**config.mk**
```make
export PLATFORM = sky130hd
export DESIGN_NAME = reg_bank_loader_flat
export DESIGN_NICKNAME = d
export VERILOG_FILES = /design/src/rtl/reg_bank_loader_if.sv /design/src/rtl/reg_bank_loader.sv /design/src/flat_wrapper.sv
export SDC_FILE = /design/constraint.sdc
export NUM_CORES = 2
export LEC_CHECK = 0
export CAP_MARGIN = 20
export CORE_AREA = 4 4 406 408
export DETAILED_ROUTE_END_ITERATION = 12
export DIE_AREA = 0 0 410 412
export PLACE_DENSITY = 0.64
export SYNTH_ARGS = -nofsm -noshare
export SYNTH_HDL_FRONTEND = slang
export SYNTH_SLANG_ARGS = --single-unit
export TNS_END_PERCENT = 30
```
**constraint.sdc**
```tcl
create_clock -name clk -period 3.1 [get_ports clk]
set_input_delay 0.62 -clock clk [delete_from_list [all_inputs] [get_ports clk]]
set_output_delay 0.62 -clock clk [all_outputs]
set_load 0.005 [all_outputs]
```
**src/rtl/reg_bank_loader_if.sv**
```systemverilog
// Byte-stream handshake bundle between a configuration host and reg_bank_loader.
// rx carries host-to-block bytes, tx carries readback bytes; both use valid/ready.
interface reg_bank_loader_if;
    logic [7:0] rx_data;
    logic       rx_valid;
    logic       rx_ready;
    logic [7:0] tx_data;
    logic       tx_valid;
    logic       tx_ready;

    modport master (
        output rx_data,
        output rx_valid,
        input  rx_ready,
        input  tx_data,
        input  tx_valid,
        output tx_ready
    );

    modport slave (
        input  rx_data,
        input  rx_valid,
        output rx_ready,
        output tx_data,
        output tx_valid,
        input  tx_ready
    );
endinterface

```
**src/rtl/reg_bank_loader.sv**
```systemverilog
// Byte-serial configuration front end owning a 64 x 16-bit register bank.
// Write frame: {1'b1,1'b0,addr[5:0]}, data_hi, data_lo. Read: {1'b0,1'b0,addr}, two tx bytes.
module reg_bank_loader #(
    parameter logic [15:0] RESET_VALUE = 16'h0000,
    parameter int unsigned TIMEOUT     = 32'd255
) (
    input  logic                clk,
    input  logic                rst_n,
    reg_bank_loader_if.slave    bus,
    output logic [15:0]         regs [63:0],
    output logic                wr_strobe,
    output logic [5:0]          wr_index,
    output logic                frame_err,
    input  logic                err_clr
);

    localparam logic [2:0] IDLE    = 3'd0;
    localparam logic [2:0] DATA_HI = 3'd1;
    localparam logic [2:0] DATA_LO = 3'd2;
    localparam logic [2:0] RD_HI   = 3'd3;
    localparam logic [2:0] RD_LO   = 3'd4;

    logic [2:0]  state_r;
    logic [2:0]  state_nxt_s;
    logic [5:0]  addr_r;
    logic [5:0]  addr_nxt_s;
    logic [7:0]  data_hi_r;
    logic [7:0]  data_hi_nxt_s;
    // High snapshot byte goes straight to tx_data at command accept; only the low byte waits.
    logic [7:0]  snap_lo_r;
    logic [7:0]  snap_lo_nxt_s;
    logic [7:0]  tx_data_r;
    logic [7:0]  tx_data_nxt_s;
    logic        tx_valid_r;
    logic        tx_valid_nxt_s;
    logic        rx_ready_r;
    logic        rx_ready_nxt_s;
    logic [31:0] cnt_r;
    logic [31:0] cnt_nxt_s;
    logic        frame_err_r;
    logic        frame_err_nxt_s;
    logic        wr_strobe_r;
    logic [5:0]  wr_index_r;
    logic        wr_en_s;
    logic        err_set_s;
    logic        rx_fire_s;
    logic        tx_fire_s;
    logic        tmo_hit_s;
    logic [15:0] regs_r [63:0];

    assign rx_fire_s = bus.rx_valid & rx_ready_r;
    assign tx_fire_s = tx_valid_r & bus.tx_ready;
    // A byte landing in the cycle the count equals TIMEOUT still wins over the timeout.
    assign tmo_hit_s = (TIMEOUT != 32'd0) && (cnt_r == TIMEOUT);

    // Frame decoder: next state, latched fields, timeout counter and error set.
    always_comb begin
        state_nxt_s   = state_r;
        addr_nxt_s    = addr_r;
        data_hi_nxt_s = data_hi_r;
        snap_lo_nxt_s = snap_lo_r;
        tx_data_nxt_s = tx_data_r;
        cnt_nxt_s     = 32'd0;
        wr_en_s       = 1'b0;
        err_set_s     = 1'b0;
        case (state_r)
            IDLE: begin
                if (rx_fire_s) begin
                    if (bus.rx_data[6]) begin
                        err_set_s = 1'b1;
                    end else if (bus.rx_data[7]) begin
                        addr_nxt_s  = bus.rx_data[5:0];
                        state_nxt_s = DATA_HI;
                    end else begin
                        snap_lo_nxt_s = regs_r[bus.rx_data[5:0]][7:0];
                        tx_data_nxt_s = regs_r[bus.rx_data[5:0]][15:8];
                        state_nxt_s   = RD_HI;
                    end
                end else begin
                    state_nxt_s = IDLE;
                end
            end
            DATA_HI: begin
                if (rx_fire_s) begin
                    data_hi_nxt_s = bus.rx_data;
                    state_nxt_s   = DATA_LO;
                end else if (tmo_hit_s) begin
                    err_set_s   = 1'b1;
                    state_nxt_s = IDLE;
                end else begin
                    cnt_nxt_s = cnt_r + 32'd1;
                end
            end
            DATA_LO: begin
                if (rx_fire_s) begin
                    wr_en_s     = 1'b1;
                    state_nxt_s = IDLE;
                end else if (tmo_hit_s) begin
                    err_set_s   = 1'b1;
                    state_nxt_s = IDLE;
                end else begin
                    cnt_nxt_s = cnt_r + 32'd1;
                end
            end
            RD_HI: begin
                if (tx_fire_s) begin
                    tx_data_nxt_s = snap_lo_r;
                    state_nxt_s   = RD_LO;
                end else begin
                    state_nxt_s = RD_HI;
                end
            end
            RD_LO: begin
                if (tx_fire_s) begin
                    state_nxt_s = IDLE;
                end else begin
                    state_nxt_s = RD_LO;
                end
            end
            default: begin
                state_nxt_s = IDLE;
            end
        endcase
    end

    // Output handshakes are decoded from the next state so they are registered.
    always_comb begin
        rx_ready_nxt_s = 1'b0;
        tx_valid_nxt_s = 1'b0;
        case (state_nxt_s)
            IDLE, DATA_HI, DATA_LO: rx_ready_nxt_s = 1'b1;
            RD_HI, RD_LO:           tx_valid_nxt_s = 1'b1;
            default: begin
                rx_ready_nxt_s = 1'b0;
                tx_valid_nxt_s = 1'b0;
            end
        endcase
    end

    // Sticky error: a new violation outranks a simultaneous clear.
    always_comb begin
        frame_err_nxt_s = frame_err_r;
        if (err_set_s) begin
            frame_err_nxt_s = 1'b1;
        end else if (err_clr) begin
            frame_err_nxt_s = 1'b0;
        end else begin
            frame_err_nxt_s = frame_err_r;
        end
    end

    // Control and handshake state registers.
    always_ff @(posedge clk or negedge rst_n) begin
        if (!rst_n) begin
            state_r     <= IDLE;
            addr_r      <= 6'd0;
            data_hi_r   <= 8'd0;
            snap_lo_r   <= 8'd0;
            tx_data_r   <= 8'd0;
            tx_valid_r  <= 1'b0;
            rx_ready_r  <= 1'b0;
            cnt_r       <= 32'd0;
            frame_err_r <= 1'b0;
            wr_strobe_r <= 1'b0;
            wr_index_r  <= 6'd0;
        end else begin
            state_r     <= state_nxt_s;
            addr_r      <= addr_nxt_s;
            data_hi_r   <= data_hi_nxt_s;
            snap_lo_r   <= snap_lo_nxt_s;
            tx_data_r   <= tx_data_nxt_s;
            tx_valid_r  <= tx_valid_nxt_s;
            rx_ready_r  <= rx_ready_nxt_s;
            cnt_r       <= cnt_nxt_s;
            frame_err_r <= frame_err_nxt_s;
            wr_strobe_r <= wr_en_s;
            wr_index_r  <= wr_en_s ? addr_r : wr_index_r;
        end
    end

    // Register bank storage; the only write path is a completed frame.
    always_ff @(posedge clk or negedge rst_n) begin
        if (!rst_n) begin
            for (int i = 0; i < 64; i++) begin
                regs_r[i] <= RESET_VALUE;
            end
        end else if (wr_en_s) begin
            regs_r[addr_r] <= {data_hi_r, bus.rx_data};
        end else begin
            regs_r[addr_r] <= regs_r[addr_r];
        end
    end

    assign regs         = regs_r;
    assign bus.rx_ready = rx_ready_r;
    assign bus.tx_data  = tx_data_r;
    assign bus.tx_valid = tx_valid_r;
    assign wr_strobe    = wr_strobe_r;
    assign wr_index     = wr_index_r;
    assign frame_err    = frame_err_r;

endmodule
```
**src/flat_wrapper.sv**
```systemverilog
// flat-port wrapper written by rule: the top's interface ports become plain ports
module reg_bank_loader_flat 
#(
    parameter logic [15:0] RESET_VALUE = 16'h0000,
    parameter int unsigned TIMEOUT     = 32'd255
)
  (clk, rst_n, regs, wr_strobe, wr_index, frame_err, err_clr, bus_rx_data, bus_rx_valid, bus_rx_ready, bus_tx_data, bus_tx_valid, bus_tx_ready);
  reg_bank_loader_if bus_i ();
  input  logic clk;
  input  logic rst_n;
  output logic [15:0] regs[63:0];
  output logic wr_strobe;
  output logic [5:0] wr_index;
  output logic frame_err;
  input  logic err_clr;
  input wire logic [$bits(bus_i.rx_data)-1:0] bus_rx_data;
  input wire logic [$bits(bus_i.rx_valid)-1:0] bus_rx_valid;
  output wire logic [$bits(bus_i.rx_ready)-1:0] bus_rx_ready;
  output wire logic [$bits(bus_i.tx_data)-1:0] bus_tx_data;
  output wire logic [$bits(bus_i.tx_valid)-1:0] bus_tx_valid;
  input wire logic [$bits(bus_i.tx_ready)-1:0] bus_tx_ready;
  assign bus_i.rx_data = bus_rx_data;
  assign bus_i.rx_valid = bus_rx_valid;
  assign bus_rx_ready = bus_i.rx_ready;
  assign bus_tx_data = bus_i.tx_data;
  assign bus_tx_valid = bus_i.tx_valid;
  assign bus_i.tx_ready = bus_tx_ready;
  reg_bank_loader #(.RESET_VALUE(RESET_VALUE), .TIMEOUT(TIMEOUT)) u_core (.clk(clk), .rst_n(rst_n), .bus(bus_i), .regs(regs), .wr_strobe(wr_strobe), .wr_index(wr_index), .frame_err(frame_err), .err_clr(err_clr));
endmodule
```
After elaboration in Yosys (flattened, before gate mapping)
Index checks and enable logic that the tools add are counted.
{"block": "op_classes", "n_addsub": 1, "multipliers": 0, "n_div": 0, "magnitude_cmp": 3, "eq_ne": 13, "shifts": 0, "n_mux": 37, "bitwise_logic": 4, "reduce_logical": 12}
{"operator": "1024-bit bitwise mux", "count": 2}
{"operator": "1024-bit 2-to-1 mux", "count": 1}
{"operator": "16-bit binary-select mux with 6-bit select", "count": 2}
{"operator": "16-bit demux with 6-bit select", "count": 1}
{"operator": "32-bit 2-to-1 mux", "count": 3}
{"operator": "16-bit 2-to-1 mux", "count": 3}
{"operator": "32-bit by 1-bit adder with 32-bit output (second input constant)", "count": 1}
{"operator": "32-bit by 8-bit equality test with 1-bit output (second input constant)", "count": 1}
{"operator": "8-bit 2-to-1 mux", "count": 4}
{"operator": "3-bit 2-to-1 mux", "count": 7}
{"operator": "8-bit case mux with 2 select lines", "count": 1}
{"operator": "3-bit case mux with 5 select lines", "count": 1}
{"operator": "6-bit by 7-bit < comparator with 1-bit output (second input constant)", "count": 2}
{"operator": "3-bit by 2-bit equality test with 1-bit output (second input constant)", "count": 4}
{"operator": "1-bit 2-to-1 mux", "count": 10}
{"operator": "4-bit AND reduction", "count": 2}
{"operator": "3-bit by 1-bit equality test with 1-bit output (second input constant)", "count": 2}
{"operator": "3-bit equality test (second input constant)", "count": 2}
{"operator": "6-bit by 1-bit greater-or-equal comparator with 1-bit output (second input constant)", "count": 1}
{"operator": "3-bit logical NOT", "count": 2}
{"operator": "5-bit AND reduction", "count": 1}
{"operator": "2-bit by 1-bit inequality test with 1-bit output (second input constant)", "count": 2}
{"operator": "2-bit inequality test (second input constant)", "count": 2}
{"operator": "2-bit nonzero test", "count": 2}
{"operator": "8 further kinds", "count": 11}
{"block": "word_totals", "reg_bits": 1099, "latchBits": 0, "mem_bits_rw": 0, "mem_bits_ro": 0, "inputBits": 13, "out_inout_bits": 1042, "wordCells": 145, "memories": 0}

Logic depth before layout (Yosys ltp)
{"block": "logic_depth", "depth_word": 7, "ltp_mapped": 14, "depth_no_buf": 8}

Worst setup path after synthesis
Ideal clock, no wire load.
{"block": "synth_path", "path_kind": "input to register", "from": "input bus_rx_data[0]", "to": "register u_core.snap_lo_r[1]", "setup_time_ns": 0.126, "t_arrival_ns": 2.892, "required_ns": 2.974, "setup_slack_ns": 0.082, "path_stages": 8, "n_path_buf": 3, "cell_sequence": "buf_2 buf_2 buf_1 mux4_2 mux4_2 mux2i_1 nor2_1 a221o_1"}
{"block": "synth_via", "elab_chain_len": 2}
{"item": "start: declaration", "line": "flat_wrapper.sv:16", "rtl": "input wire logic [$bits(bus_i.rx_data)-1:0] bus_rx_data;"}
{"item": "16-bit binary-select mux with 6-bit select", "line": "reg_bank_loader.sv:75", "rtl": "snap_lo_nxt_s = regs_r[bus.rx_data[5:0]][7:0];"}
{"item": "16-bit 2-to-1 mux"}
{"item": "end signal: assignment", "line": "reg_bank_loader.sv:170", "rtl": "snap_lo_r <= snap_lo_nxt_s;"}
{"item": "end: declaration", "line": "reg_bank_loader.sv:30", "rtl": "logic [7:0] snap_lo_r;"}
Every way passes these cells. The select of a mux whose other input is x is not followed.
A chain may end at the register's enable or synchronous reset.

Final worst setup path
{"block": "layout_path", "from": "register u_core.addr_r[0]", "to": "register u_core.regs_r (netlist bit u_core.regs[8])"}
{"block": "layout_via", "elab_chain_len": 6, "elab_cells_between_ends": 10, "cone_classes": "order compare (2); mux (7); reduce/logical (1)"}
{"item": "start: declaration", "line": "reg_bank_loader.sv:25", "rtl": "logic [5:0] addr_r;"}
{"item": "start signal: assignment", "line": "reg_bank_loader.sv:168", "rtl": "addr_r <= addr_nxt_s;"}
{"item": "6-bit by 7-bit < comparator with 1-bit output (implied by the code) or 6-bit by 1-bit greater-or-equal comparator with 1-bit output (tied branches)", "line": "reg_bank_loader.sv:188, reg_bank_loader.sv:190"}
{"item": "1-bit logical AND (implied by the code)", "line": "reg_bank_loader.sv:188, reg_bank_loader.sv:190"}
{"item": "16-bit 2-to-1 mux (implied by the code)", "line": "reg_bank_loader.sv:188, reg_bank_loader.sv:190"}
{"item": "16-bit demux with 6-bit select"}
{"item": "1024-bit bitwise mux (on tied branches)", "line": "reg_bank_loader.sv:190, reg_bank_loader.sv:188"}
{"item": "1024-bit 2-to-1 mux *", "line": "reg_bank_loader.sv:187", "rtl": "end else if (wr_en_s) begin"}
{"item": "end signal: indexed assignment", "line": "reg_bank_loader.sv:188", "rtl": "regs_r[addr_r] <= {data_hi_r, bus.rx_data};"}
{"item": "end signal: indexed assignment", "line": "reg_bank_loader.sv:190", "rtl": "regs_r[addr_r] <= regs_r[addr_r];"}
{"item": "end: declaration", "line": "reg_bank_loader.sv:49", "rtl": "logic [15:0] regs_r [63:0];"}
Every way passes the cells marked *; elsewhere a longest branch is shown, timed or not. The select of a mux whose other input is x is not followed.

==> results.yml <==
timing:
  finalCritPeriodShare_pct: 110
  rsz0062_at_grt: "true"
  final_hold_viol_count: 0
  period_minus_slack_ps: 3400
  max_freq_mhz: 294
  timing.hold.ws_ps: 463
  setup_violations: 1008
  worst_slack_ps: -302
  finalClockSkew_ps: 39.0
  slew_viol_final: 0
  maxSlewHeadroom_pct: 45.6
  tightest_slew_ps: 796
worst_setup_path:
  path_cells: "buf_12 -> buf_12 -> buf_6 -> buf_6 -> mux4_2 -> mux2i_2 -> buf_4 -> o22a_1 -> o2111ai_2 -> a211oi_2 -> buf_4 -> o2bb2ai_4 -> buf_12 -> clkbuf_16 -> o21ai_2"
  cp-end-kind: "flip-flop"
  r2r_setup_slack_ps: -300
  crit_path_start_kind: "flip-flop"
  arrival_ps: 4060
  critPathLaunch: "u_core.addr_r[0]"
  critPathRequiredTime_ps: 3760
  cp_slowest_cell: "dfrtp_4"
  criticalPathCategory: "flip-flop to flip-flop"
  cp_top_family: "buffers and inverters"
  slowest_delay_ps: 510
  cp_max_fo: 6
  r2r.worst_path.cells: 15
  worst_r2r_endpoint: "u_core.regs[8]"
  crit_top_cell: "buf_12"
  cp_num_buf_inv: 8
  r2r-start: "u_core.addr_r[0]"
clock_tree:
  clkSlewWorstSetupHoldPaths_ps: 60
  htreeDepth: 3
  numCtsBuffers: 120
  cts_max_path_buffers: 3
  numClockSinks: 1099
  cts-root-buf: "clkbuf_16"
  clock_latency_ps: 800
  cts_tree: "built"
final_layout:
  area_growth_pct: 49.7
  fill_cells: 13892
  final_cells: 9005
  nets: 6723
  seqCellArea_um2: 27500
  multi_input_area_um2: 28600
  drive_above_1_share_pct: 28.6
  fin_area_um2: 84100
status:
  status: "finished, violations left"
  violations: "setup timing"
global_route:
  antenna_found_initial: 32
  globalRouteOverflowTotal: 0
  grt_pass1_wl_mm: 475
  track_usage_pct: 41.0
  grt_max_degree: 107
  first_global_vias: 53152
placed_design:
  dpl.hpwl_mm: 263
  place.gp.congestion: 1.01
  port_buffers: 1054
  place_inst: 8557
  placed_cell_area_um2: 73800
detailed_routing:
  detail_route.iter0.violations: 9082
  routedWlPerCell_um: 41.3
  viasPerCell: 6.44
  firstDrtPassIters: 9
  ant_nets: 0
  drc: 0
  drt_wl_total_mm: 372
  via_count: 57980
die:
  fp.dieW_um: 410
  core_um2: 162000
  io_pins: 1055
  die_area_um2: 169000
  die_height_um: 412
  rows: 148
  initial_utilization_pct: 34.7
yosys:
  synth.avg_cell_area_um2: 10.7
  ys_warn_count: 0
  ys_types: 73
  synth_enable_flop_cells: 0
  synth_seq_cells: 1099
  synth_seq_area_share_pct: 49.0
  synth_async_sr_flop_share_pct: 100
  synth_flop_cell: "dfrtp_1"
  synth_fp_nets: 5257
  netlist_instances: 5243
  syn_area_um2: 56200
flow_run:
  cap_viol_max_count: 0
min_path:
  hold_class: "primary input to asynchronous set/reset pin"
-- per-stage QoR --
step | TNS [ps] | worst slack [ps] | utilization (%)
after floorplan | 0 | 81.9 | -
after global placement | -245260 | -693 | 45.6
after detailed placement | -267260 | -789 | 45.6
after CTS | -40550 | -142 | 50.2
after global routing | -136960 | -307 | 52.0
final | -116640 | -302 | 52.0
-- worst max path at each step --
stage | to | slack (ps) | cells past startpoint
6_report | u_core.regs[8] | -300 | 15
5_1_grt | u_core.regs[392] | -310 | 15
4_1_cts | u_core.regs[771] | -140 | 14
3_5_place_dp | u_core.bus.tx_data[4] | -790 | 11
3_3_place_gp | u_core.bus.tx_data[4] | -690 | 11
2_1_floorplan | u_core.snap_lo_r[1] | 80 | 8
-- cell usage in the layout (no fill, tap or decap), types with 27 or more instances in the layout --
cell type,synthesis,routed
buf_16,0,56
a221oi_1,96,66
o21ai_1,4,129
dfrtp_1,1099,1096
a22oi_1,64,55
a221o_1,32,32
mux4_2,399,399
buf_12,0,186
buf_6,19,36
nor2_1,85,79
a21oi_1,59,39
clkdlybuf4s50_1,0,1047
o21ai_2,7,224
nand2_1,1197,1189
o21ai_0,1068,712
buf_4,23,492
clkbuf_16,0,157
clkbuf_8,0,27
o22ai_1,47,29
mux2_2,90,84
mux2i_1,136,124
-- kinds of logic (layout without fill, tap and decap cells) --
group | after synthesis | count (layout) | synth area share [%]
multiplexers | 625 | 625 | 20.2
buffers and inverters | 544 | 2107 | 4.27
flip-flops | 1099 | 1099 | 49.0
AND/OR/NAND/NOR | 1427 | 1427 | 10.2
other | 0 | 24 | 0
XOR/XNOR | 26 | 26 | 0.405
adder cells (fa/ha/maj) | 1 | 1 | 0.0223
AO/OA/AOI/OAI | 1521 | 1521 | 15.9
-- layer usage --
layer / track usage (%) / wire length, um / vias up
li1: - / - / 22277
met1: 50.4 / 127000 / 28916
met2: 59.7 / 154000 / 5368
met3: 15.1 / 54800 / 1409
met4: 28.8 / 36100 / 10
met5: 0 / 129 / -
-- state kept, by name, summed over array words and instances (netlist names) --
| signal | count |
|---|---|
| u_core.regs | 1024 |
| u_core.cnt_r | 32 |
| u_core.bus.tx_data | 8 |
| u_core.data_hi_r | 8 |
| u_core.snap_lo_r | 8 |
| u_core.addr_r | 6 |
| u_core.wr_index | 6 |
| u_core.state_r | 3 |
| u_core.bus.rx_ready | 1 |
| u_core.bus.tx_valid | 1 |
| u_core.frame_err | 1 |
| u_core.wr_strobe | 1 |
-- Yosys cell counts (9+ instances only) --
cell type,instances,area (um^2)
nand2b_1,10,62.6
buf_4,23,173
o21ai_0,1068,5350
a211oi_1,19,143
a221oi_1,96,841
clkbuf_2,23,115
mux4_2,399,8990
a21oi_1,59,295
and3_1,11,68.8
nor2b_1,16,100
nor2_1,85,319
buf_1,38,143
a22o_1,22,193
nand2_1,1197,4490
mux2_2,90,1010
o221ai_1,19,166
a221o_1,32,320
nor3_1,9,45.0
o22ai_1,47,294
buf_2,81,405
nand4_1,12,75.1
dfrtp_1,1099,27500
mux2i_1,136,1360
xor2_1,19,166
clkbuf_1,348,1310
o22a_1,17,149
a22oi_1,64,480
or3_1,9,56.3
buf_6,19,214
nand3_1,26,130
inv_1,12,45.0
o2bb2ai_1,14,123
-- final cells by class --
type / count / share of cell area, %
Timing Repair Buffer: 1876 / 25.1
Inverter: 12 / 0.0595
Clock buffer: 168 / 4.12
Tap cell: 2175 / 3.24
Multi-Input combinational cell: 3600 / 34.0
Antenna cell: 24 / 0.0714
Clock inverter: 51 / 0.760
Sequential cell: 1099 / 32.7
-- what timing repair did --
action,in CTS,in global routing
hold buffers,1,0
setup endpoints to repair,1024,1024
cloned,41,42
endpoints found under the hold margin,36,0
buffers inserted,83,57
gates resized for setup,356,616
pin swaps,56,193
Power is not shown: default switching activity piles up to over one toggle a cycle in this logic, so the estimate is an artifact.
